File: src/rtl/cpu8_pkg.sv
// cpu8_pkg: shared opcode and sequencer state types for the 8-bit accumulator CPU
package cpu8_pkg;
  typedef enum logic [3:0] {
    OP_NOP  = 4'h0,
    OP_ADD  = 4'h1,
    OP_SUB  = 4'h2,
    OP_AND  = 4'h3,
    OP_OR   = 4'h4,
    OP_NOT  = 4'h5,
    OP_HALT = 4'hF
  } opcode_t;
  typedef enum logic [1:0] {S_IDLE, S_RUN, S_DONE} seq_state_t;
  localparam logic [7:0] CPU8_NOP = 8'h00;
endpackage

File: src/rtl/cpu8_prog_mem.sv
// cpu8_prog_mem: DEPTH x 8 program buffer, synchronous write, combinational read, contents not reset
module cpu8_prog_mem #(
  parameter int DEPTH = 16,
  localparam int AW = $clog2(DEPTH)
) (
  input  logic          clk,
  input  logic          we,
  input  logic [AW-1:0] waddr,
  input  logic [7:0]    wdata,
  input  logic [AW-1:0] raddr,
  output logic [7:0]    rdata
);
  logic [7:0] mem [DEPTH];
  // store one program byte per accepted handshake
  always_ff @(posedge clk)
    if (we) mem[waddr] <= wdata;
  assign rdata = mem[raddr];
endmodule

File: src/rtl/cpu8_prog_sequencer.sv
// cpu8_prog_sequencer: buffers a program and issues it to the CPU one byte per clock; CPU8_SEQ_LOOP_EN adds loop_count repeat passes
module cpu8_prog_sequencer
  import cpu8_pkg::*;
#(
  parameter int DEPTH = 16,
  localparam int AW = $clog2(DEPTH)
) (
  input  logic        clk,
  input  logic        rst,
  input  logic        wr_valid,
  input  logic [7:0]  wr_data,
  output logic        wr_ready,
  input  logic        clear,
  input  logic        start,
  input  logic        abort,
`ifdef CPU8_SEQ_LOOP_EN
  input  logic [3:0]  loop_count,
`endif
  output logic        busy,
  output logic        done,
  output logic [AW:0] prog_len,
  output logic [7:0]  cpu_instr,
  output logic        cpu_valid
);
  seq_state_t state;
  logic [AW-1:0] pc;
  logic [7:0] rd_data;
  logic we, last, halt, wrap;
  logic [AW:0] next_len;
  assign wr_ready = state == S_IDLE && prog_len != (AW+1)'(DEPTH);
  assign we = wr_valid && wr_ready && !clear;
  assign next_len = clear ? '0 : prog_len + (AW+1)'(we);
  assign last = {1'b0, pc} == prog_len - (AW+1)'(1);
  assign halt = rd_data[7:4] == OP_HALT;
  cpu8_prog_mem #(.DEPTH(DEPTH)) u_mem (
    .clk(clk),
    .we(we),
    .waddr(prog_len[AW-1:0]),
    .wdata(wr_data),
    .raddr(pc),
    .rdata(rd_data)
  );
`ifdef CPU8_SEQ_LOOP_EN
  logic [3:0] passes;
  // extra passes still owed: latched at start, spent at each wrap back to index 0
  always_ff @(posedge clk)
    if (rst) passes <= '0;
    else if (state == S_IDLE && start) passes <= loop_count;
    else if (state == S_RUN && !abort && !halt && last && wrap) passes <= passes - 4'd1;
  assign wrap = passes != '0;
`else
  assign wrap = 1'b0;
`endif
  // sequencer FSM; every output is registered, so it trails the state by one cycle
  always_ff @(posedge clk)
    if (rst) begin
      state <= S_IDLE;
      prog_len <= '0;
      pc <= '0;
      busy <= 1'b0;
      done <= 1'b0;
      cpu_instr <= CPU8_NOP;
      cpu_valid <= 1'b0;
    end else begin
      busy <= 1'b0;
      done <= 1'b0;
      cpu_instr <= CPU8_NOP;
      cpu_valid <= 1'b0;
      case (state)
        S_IDLE: begin
          prog_len <= next_len;
          if (start) begin
            pc <= '0;
            state <= next_len != '0 ? S_RUN : S_DONE;
          end
        end
        S_RUN:
          if (abort) state <= S_IDLE;
          else if (halt) state <= S_DONE;
          else begin
            busy <= 1'b1;
            cpu_instr <= rd_data;
            cpu_valid <= 1'b1;
            pc <= last ? '0 : pc + AW'(1);
            if (last && !wrap) state <= S_DONE;
          end
        default: begin
          done <= 1'b1;
          state <= S_IDLE;
        end
      endcase
    end
endmodule
File: config.mk
export PLATFORM = sky130hd
export DESIGN_NAME = cpu8_prog_sequencer
export DESIGN_NICKNAME = d
export VERILOG_FILES = /design/src/rtl/cpu8_pkg.sv /design/src/rtl/cpu8_prog_mem.sv /design/src/rtl/cpu8_prog_sequencer.sv
export SDC_FILE = /design/constraint.sdc
export NUM_CORES = 1
export LEC_CHECK = 0
export ABC_CLOCK_PERIOD_IN_PS = 3300
export CAP_MARGIN = 10
export CORE_ASPECT_RATIO = 1.5
export CORE_MARGIN = 5
export CORE_UTILIZATION = 55
export CTS_CLUSTER_SIZE = 28
export DETAILED_ROUTE_END_ITERATION = 16
export PLACE_DENSITY = 0.82
export SLEW_MARGIN = 10
export SYNTH_ARGS = -nofsm -noshare
export SYNTH_HDL_FRONTEND = slang
export SYNTH_HIERARCHICAL = 1
export SYNTH_SLANG_ARGS = --single-unit
export TNS_END_PERCENT = 5
File: constraint.sdc
create_clock -name clk -period 3.3 [get_ports clk]
set_input_delay 0.33 -clock clk [delete_from_list [all_inputs] [get_ports clk]]
set_output_delay 0.33 -clock clk [all_outputs]
set_load 0.02 [all_outputs]
=== After elaboration in Yosys (flattened, before gate mapping) ===
Memories as Yosys holds them, arrays and structs flattened. A register that Yosys moved wholly into a read port is not among the register bits.
Cells that the tools add are included.

* Add/sub/neg operators: 3
* Muxes and demuxes: 18
* Reduce and logical (&&, ||, !) cells: 12
* Equal/unequal tests: 8
* Bitwise logic cells: 1

{| class="wikitable"
|+ Operators by type and width
! cell !! number
|-
| $mux 4 || 6
|-
| $mux 2 || 5
|-
| $pmux 4 s2 || 1
|-
| $ne 2x2->1 const B || 3
|-
| $add 5x1->5 || 1
|-
| $eq 4x5->1 || 1
|-
| $mux 5 || 1
|-
| $ne 5x5->1 const B || 1
|-
| $reduce_bool 5->1 || 1
|-
| $sub 5x1->5 const B || 1
|-
| $add 4x1->4 const B || 1
|-
| $eq 4x4->1 const B || 1
|-
| $mux 1 || 4
|-
| $ne 4x4->1 const B || 1
|-
| $pmux 2 s2 || 1
|-
| $reduce_and 4->1 || 1
|-
| $reduce_or 4->1 || 1
|-
| $logic_and 1x1->1 || 3
|-
| $reduce_or 3->1 || 1
|-
| $eq 2x1->1 const B || 1
|-
| $logic_not 2->1 || 1
|-
| $reduce_and 2->1 || 1
|-
| $reduce_bool 2->1 || 1
|-
| $reduce_or 2->1 || 1
|-
| other kinds (2) || 2
|}

* Flip-flop bits (word level): 21
* Bits of input ports: 14
* Memories: 1
* Output and inout port bits: 17
* Word-level logic and storage cells: 49
* RAM bits: 128

{| class="wikitable"
|+ Memories
! name !! depth !! width !! rd ports !! clocked after memory_dff !! wr ports !! line !! RTL
|-
| u_mem.mem || 16 || 8 || 1 || 1 || 1 || cpu8_prog_mem.sv:13 || <nowiki>logic [7:0] mem [DEPTH];</nowiki>
|}

=== Logic depth before layout (Yosys ltp) ===
Gate-level depths: netlist of run 1.

* Word-level depth: 10
* Mapped depth: 11
* Gate-level depth less buffers: 11

=== Cells and area by module ===
The synthesis of run 1 kept the hierarchy.

{| class="wikitable"
|+ By module, submodules not included
! module !! seq. area each (µm²) !! area each (µm²) !! times used !! cells each
|-
| cpu8_prog_mem || 3843.7 || 4987.3 || 1 || 221
|-
| cpu8_prog_sequencer || 420.4 || 1044.8 || 1 || 111
|}

=== Worst setup path after synthesis of run 1 ===
Ideal clock, no wire load.

* Path kind: register to register
* Start point: register prog_len[0]
* End point: memory u_mem.mem[0][0] (enable)
* Clock period less this slack: 3.169 ns
* Arrival time: 2.786 ns
* Buffers on the path: 0
* Setup time: 0.383 ns
* Path slack: 0.131 ns
* Cell stages (with the launch flop): 7
* Required time: 2.917 ns
* Cells stage by stage: dfxtp_1 > inv_1 > ha_1 > nor4bb_1 > nor4b_1 > or3b_2 > nor3_1

* Longest elaborated chain between the ends: 6

{| class="wikitable"
|+ RTL lines
! item !! line !! RTL
|-
| from (decl) || cpu8_prog_sequencer.sv:21 || <nowiki>output logic [AW:0] prog_len,</nowiki>
|-
| from (signal assigned) || cpu8_prog_sequencer.sv:71 || <nowiki>prog_len <= next_len;</nowiki>
|-
| $ne 5x5->1 || cpu8_prog_sequencer.sv:30 || <nowiki>assign wr_ready = state == S_IDLE && prog_len != (AW+1)'(DEPTH);</nowiki>
|-
| $logic_and 1x1->1 || cpu8_prog_sequencer.sv:30 ||
|-
| $logic_and 1x1->1 (2 in a row) || cpu8_prog_sequencer.sv:31 || <nowiki>assign we = wr_valid && wr_ready && !clear;</nowiki>
|-
| net we || cpu8_prog_sequencer.sv:28 || <nowiki>logic we, last, halt, wrap;</nowiki>
|-
| $mux 1 || cpu8_prog_mem.sv:16 || <nowiki>if (we) mem[waddr] <= wdata;</nowiki>
|-
| $mux 1 (implied by the code) || cpu8_prog_mem.sv:16 ||
|-
| to (decl) || cpu8_prog_mem.sv:13 ||
|}

The timed path passes the listed nets, and every way through them passes these cells.

=== Worst setup path in the final report of run 1 ===
* Start point: register pc[0]
* End point: register pc[3]

* Longest elaborated chain between the ends: 5
* Elaborated cells on any way between the ends: 6
* Classes of those cells: 1 x add/sub; 1 x eq/ne; 4 x mux

{| class="wikitable"
|+ RTL lines
! item !! line !! RTL
|-
| from (decl) || cpu8_prog_sequencer.sv:26 || <nowiki>logic [AW-1:0] pc;</nowiki>
|-
| from (signal assigned) || cpu8_prog_sequencer.sv:84 || <nowiki>pc <= last ? '0 : pc + AW'(1);</nowiki>
|-
| $add 4x1->4 / $eq 4x5->1 (equally long branches) || cpu8_prog_sequencer.sv:84, cpu8_prog_sequencer.sv:33 ||
|-
| $mux 4 * || cpu8_prog_sequencer.sv:84 ||
|-
| $mux 4 * || cpu8_prog_sequencer.sv:79 || <nowiki>else if (halt) state <= S_DONE;</nowiki>
|-
| $mux 4 * || cpu8_prog_sequencer.sv:78 || <nowiki>if (abort) state <= S_IDLE;</nowiki>
|-
| $pmux 4 s2 * || cpu8_prog_sequencer.sv:69 || <nowiki>case (state)</nowiki>
|}

Mark *: on every way between the ends. The rest lies on a longest branch, timed or not. The select of a mux whose other input is x is not followed.
A chain may end at the register's enable or synchronous reset.

==> flow_summary.json, run 1 <==
{
  "dr.first_iter.drc_count": 285,
  "fill_cells": 669,
  "gr-total-overflow": 0,
  "clk_latency_ns": 0.42,
  "skew_ns": 0.0140,
  "slew_headroom_pct": 54.2,
  "core_sq_um": 10600,
  "status": "finished clean",
  "min_period_over_period_pct": 78.7,
  "whs_path_depth": 1,
  "start_kind": "register",
  "reg2reg_from": "pc[0]",
  "path_clk_slew_ns": 0.06,
  "slowest_delay_ns": 0.61,
  "num_rows": 46,
  "finalMaxSlewViolations": 0,
  "start_util_pct": 56.7,
  "antenna_left": 0,
  "cts_tree": "built",
  "maxCapViolCount": 0,
  "place_hpwl_um": 7900,
  "hp-start": "state[1]",
  "p_leak_nw": 2.33,
  "syn-cell-area_sq_um": 6030,
  "hold_viol": 0,
  "gp_congestion": 0.832,
  "drc_errors": 0,
  "finalNonFillerCells": 548,
  "viasPerCell": 6.03,
  "synth_top_area_cell": "edfxtp_1",
  "cp_max_fo": 12,
  "avgRoutedWirePerCell_um": 22.9,
  "grt_max_degree": 37,
  "hold_buffers": 0,
  "ys_warn_count": 6,
  "layout.nets": 410,
  "hold_end": "done",
  "p_per_area_nw_per_um2": 549,
  "worstSetupEndpointType": "register",
  "root_buffer": "clkbuf_16",
  "synth_cell_types": 42,
  "drt-total-wl_um": 12500,
  "hold_class": "register to register",
  "clock.fmax_mhz": 385,
  "clock_path_buffers": 2,
  "critPathSlowestCell": "mux4_1",
  "ys_seq_area_share_pct": 70.7,
  "grt_usage_pct": 20.9,
  "netlist.area_leader.share_pct": 63.7,
  "reg2reg_slack_ns": 0.70,
  "postSynth.asyncResetShare_pct": 0,
  "grt_setup_unrepaired": "no",
  "synth_seq_cells": 149,
  "worstSetupPathType": "register to register",
  "drt_first_pass_iters": 5,
  "grt_pass1_wl_um": 19600,
  "synthTopCellsByCount": "128 x edfxtp_1, 21 x dfxtp_1, 21 x nor2_1",
  "cp_data_arrival_time_ns": 2.93,
  "die-area_sq_um": 13200,
  "synth-edff-count": 128,
  "synth_nets": 351,
  "synthCells": 332,
  "drive_gt1_share_pct": 20.0,
  "post_cts.repair.setup_buffers": 0,
  "grt_pass1_vias": 3469,
  "syn_avg_cell_area_sq_um": 18.2,
  "cts_made_buffers": 17,
  "startpoint": "pc[0]",
  "reg2reg_depth": 9,
  "fin_crit_ns": 2.60,
  "cts_resized": 0,
  "io-pin-count": 31,
  "die_w_um": 95.5,
  "synth_area_leaders": "edfxtp_1 64%, dfxtp_1 7.0%, mux4_2 6.7%",
  "cts_sinks": 149,
  "antenna_found_initial": 0,
  "multi_input_area_sq_um": 1640,
  "syn_to_final_growth_pct": 18.5,
  "ys.flop_type": "edfxtp_1",
  "fin_setup_tns_ns": 0,
  "reg2reg_to": "pc[3]",
  "required_ns": 3.64,
  "cp_cell_sequence": "buf_4 > mux4_1 > a22oi_1 > nand2_1 > and4_1 > nor2_8 > nand4_1 > xor2_1 > a211oi_2",
  "place.port_buffers": 30,
  "num_vias": 3302,
  "dieHeight_um": 138,
  "max_slew.worst_pin.slew_ns": 0.685,
  "irDropWorstVdd_uv": 451,
  "final-setup-viol-count": 0,
  "synth.most_common_cell": "edfxtp_1",
  "seq_area_sq_um": 4270,
  "n_antenna_cell": 0,
  "htree_levels": 4,
  "dp_cells": 516
}
==> critical path, delay by kind of cell (launching register included) <==
| family | cells | cell delay [ns] |
|---|---|---|
| DFF | 1 | 0.41 |
| xor gates and xnor gates | 1 | 0.18 |
| AOI/OAI and AO/OA | 2 | 0.38 |
| buffers and inverters | 1 | 0.26 |
| and+or+nand+nor | 4 | 0.67 |
| muxes | 1 | 0.61 |
==> logic make-up after synthesis <==
family | share of synthesized area, %
adders and majority gates | 1.04
and+or+nand+nor | 7.90
muxes | 12.8
AOI/OAI and AO/OA | 3.84
xor gates and xnor gates | 1.60
buffers and inverters | 2.12
DFF | 70.7
==> worst max path at each step <==
stage	slack (ns)	end
after global placement	0.70	state[1]
after detailed placement	0.65	state[1]
after floorplan	0.13	u_mem/mem[0][0]
after global routing	0.50	state[0]
after CTS	0.72	pc[3]
final	0.70	pc[3]
==> layer usage <==
layer	share of wire [%]	vias to the layer above	track usage (%)	routed length [um]
met5	0	-	0	0
met4	3.6	0	10.9	448
met3	4.7	26	4.83	595
met2	54	124	35.7	6840
met1	37	1700	24.1	4670
li1	-	1452	-	-
==> layout make-up <==
| class | count | share of cell area (%) |
|---|---|---|
| clock buffer | 17 | 5.95 |
| timing repair buffer | 55 | 7.18 |
| sequential | 149 | 59.7 |
| tap | 144 | 2.52 |
| multi-input combinational | 165 | 22.9 |
| clock inverter | 15 | 1.59 |
| inverter | 3 | 0.158 |
==> through the flow <==
stage / area, sq um / util [%] / hold slack, ns / total power, mW / worst slack (ns)
2_1_floorplan: 6030 / - / 0.429 / 2.15 / 0.131
3_3_place_gp: 6610 / 62.1 / 0.521 / 2.21 / 0.704
3_5_place_dp: 6610 / 62.1 / 0.522 / 2.22 / 0.647
4_1_cts: 7150 / 67.1 / 0.536 / 3.96 / 0.719
5_1_grt: 7150 / 67.1 / 0.558 / 4.05 / 0.505
6_report: 7150 / 67.1 / 0.538 / 3.92 / 0.702
==> placed cells by master (no fill, tap or decap), drive strengths merged, types with 2 or more instances in the layout <==
cell type,instances
clkbuf,17
or3b,2
nor4b,2
xor2,5
xnor2,6
and2,9
inv,4
ha,5
nand2,18
nand3,3
nor3,9
clkinvlp,3
o2bb2ai,2
clkinv,10
nand3b,4
a21oi,7
nand2b,7
dfxtp,21
nor2b,3
a211oi,2
mux4,32
clkdlybuf4s50,30
edfxtp,128
nor2,22
buf,25
a22oi,16
==> registers in the layout, summed over array words and instances (netlist names) <==
name and flops:
pc 4, prog_len 5, done 1, cpu_instr 8
cpu_valid 1, u_mem/mem 128, state 2
==> power by group <==
part           switching (mW)  leakage [nW]  internal [mW]
logic                  0.0712         0.745         0.0505
registers             0.00400          1.32           2.05
clock network           0.721         0.259           1.02
total                   0.797          2.33           3.13
(Power assumes the default switching activity.)
==> run 2, diff against run 1 <==
Settings changed: ABC_CLOCK_PERIOD_IN_PS 3300 to 2100, CORE_UTILIZATION 55 to 53, PLACE_DENSITY 0.82 to 0.83.
Clock period 3.3 ns to 2.1 ns, I/O delays scaled along.
==> flow_summary.json, run 2 (synthesis results as in run 1) <==
{
  "n_antenna_cell": 0,
  "dieHeight_um": 141,
  "syn_to_final_growth_pct": 28.3,
  "cp_cell_sequence": "buf_12 > mux4_2 > a22oi_1 > nand2_1 > and4_4 > nor2_8 > nand4_1 > xor2_1 > a211oi_2",
  "root_buffer": "clkbuf_16",
  "irDropWorstVdd_uv": 599,
  "p_leak_nw": 2.60,
  "largest_registers": "u_mem/mem (128), cpu_instr (8), prog_len (5)",
  "gr-total-overflow": 0,
  "status": "complete, but fails checks",
  "place.port_buffers": 30,
  "worstSetupEndpointType": "register",
  "final-setup-viol-count": 53,
  "clk_latency_ns": 0.42,
  "worstSetupPathType": "register to register",
  "whs_path_depth": 3,
  "cts_tree": "built",
  "critPathSlowestCell": "mux4_2",
  "hold_class": "input port to register",
  "core_sq_um": 11100,
  "start_util_pct": 54.3,
  "avgRoutedWirePerCell_um": 23.4,
  "grt_setup_unrepaired": "yes",
  "reg2reg_depth": 9,
  "antenna_left": 0,
  "largest_reg_flops": 128,
  "die-area_sq_um": 13700,
  "seq_area_sq_um": 4280,
  "slowest_delay_ns": 0.49,
  "num_vias": 3555,
  "maxCapViolCount": 0,
  "num_rows": 47,
  "skew_ns": 0.0108,
  "slew_headroom_pct": 56.2,
  "io-pin-count": 31,
  "cp_max_fo": 12,
  "path_clk_slew_ns": 0.07,
  "multi_input_area_sq_um": 1800,
  "clock.fmax_mhz": 419,
  "cts_sinks": 149,
  "hold_viol": 0,
  "htree_levels": 4,
  "dr.first_iter.drc_count": 349,
  "layout_commonest_cell": "edfxtp_1",
  "reg2reg_to": "pc[3]",
  "critical_path.top_delay_family": "simple AND/OR/NAND/NOR gates",
  "p_per_area_nw_per_um2": 844,
  "viasPerCell": 6.03,
  "grt_usage_pct": 20.9,
  "place_ws_ns": -0.345,
  "reg2reg_from": "pc[0]",
  "reg2reg_slack_ns": -0.28,
  "dp_cells": 554,
  "cp_data_arrival_time_ns": 2.72,
  "setup_ws_ns": -0.284,
  "drc_errors": 0,
  "hp-start": "start",
  "cts_made_buffers": 17,
  "final_cell_mix": "128 x edfxtp_1, 55 x buf_4, 29 x clkdlybuf4s50_1, 22 x mux4_2, 21 x clkbuf_16",
  "die_w_um": 97.1,
  "required_ns": 2.44,
  "worst-path-buf-inv": 1,
  "grt_pass1_vias": 3683,
  "regMostFlops": "u_mem/mem",
  "violations": "negative setup slack",
  "clock_path_buffers": 2,
  "fill_cells": 648,
  "min_period_over_period_pct": 114,
  "grt_pass1_wl_um": 21000,
  "layout.nets": 449,
  "gp_congestion": 0.797,
  "finalMaxSlewViolations": 0,
  "finalNonFillerCells": 590,
  "place_hpwl_um": 8550,
  "start_kind": "register",
  "antenna_found_initial": 0,
  "drive_gt1_share_pct": 36.8,
  "fin_setup_tns_ns": -6.31,
  "max_slew.worst_pin.slew_ns": 0.655,
  "fin_crit_ns": 2.38,
  "hold_buffers": 0,
  "hold_end": "state[0]",
  "drt-total-wl_um": 13800,
  "grt_max_degree": 20,
  "drt_first_pass_iters": 5
}
run 2: tightest hold or removal path, stage by stage:
cell and delay [ns]:
clkdlybuf4s50_1 0.42, nand2_1 0.08, o32ai_1 0.08
run 2: metal layers:
layer / vias up / share of wire [%] / track usage, %
met2: 191 / 53 / 36.4
met5: - / 0 / 0
li1: 1523 / - / -
met1: 1792 / 35 / 22.9
met3: 49 / 6.3 / 5.09
met4: 0 / 5.7 / 12.8
run 2: stage by stage:
| step | hold slack (ns) | utilization (%) | power, mW | area [sq um] |
|---|---|---|---|---|
| final | 0.423 | 69.6 | 6.53 | 7740 |
| after global routing | 0.450 | 69.6 | 6.74 | 7740 |
| after CTS | 0.420 | 69.3 | 6.55 | 7700 |
| after detailed placement | 0.609 | 63.0 | 3.52 | 7000 |
| after global placement | 0.590 | 63.0 | 3.51 | 7000 |
| after floorplan | 0.309 | - | 3.39 | 6130 |
run 2: worst max-delay path by stage:
| stage | startpoint | endpoint | slack [ns] | cells past startpoint |
|---|---|---|---|---|
| 2_1_floorplan | prog_len[1] | state[1] | -0.28 | 11 |
| 4_1_cts | pc[0] | pc[3] | -0.17 | 10 |
| 3_3_place_gp | pc[0] | pc[0] | -0.31 | 9 |
| 6_report | pc[0] | pc[3] | -0.28 | 9 |
| 5_1_grt | pc[0] | pc[3] | -0.34 | 9 |
| 3_5_place_dp | pc[0] | pc[1] | -0.35 | 9 |
run 2: final cells by class:
class / count / area share (%)
Tap cell: 147 / 2.38
Inverter: 3 / 0.145
Sequential cell: 149 / 55.2
Clock inverter: 11 / 1.18
Clock buffer: 21 / 6.79
Multi-Input combinational cell: 165 / 23.2
Timing Repair Buffer: 94 / 11.1
run 2: power breakdown:
part | leakage (nW) | switching [mW] | internal, mW | total (mW)
combinational | 0.977 | 0.134 | 0.104 | 0.238
clock | 0.303 | 1.24 | 1.82 | 3.07
sequential | 1.32 | 0.00486 | 3.22 | 3.23
total | 2.60 | 1.38 | 5.15 | 6.53
run 2: what timing repair did:
item	4_1_cts	5_1_grt
setup buffers	4	0
resized for setup	19	11
pin swaps	11	9
endpoints found under the setup margin	65	89
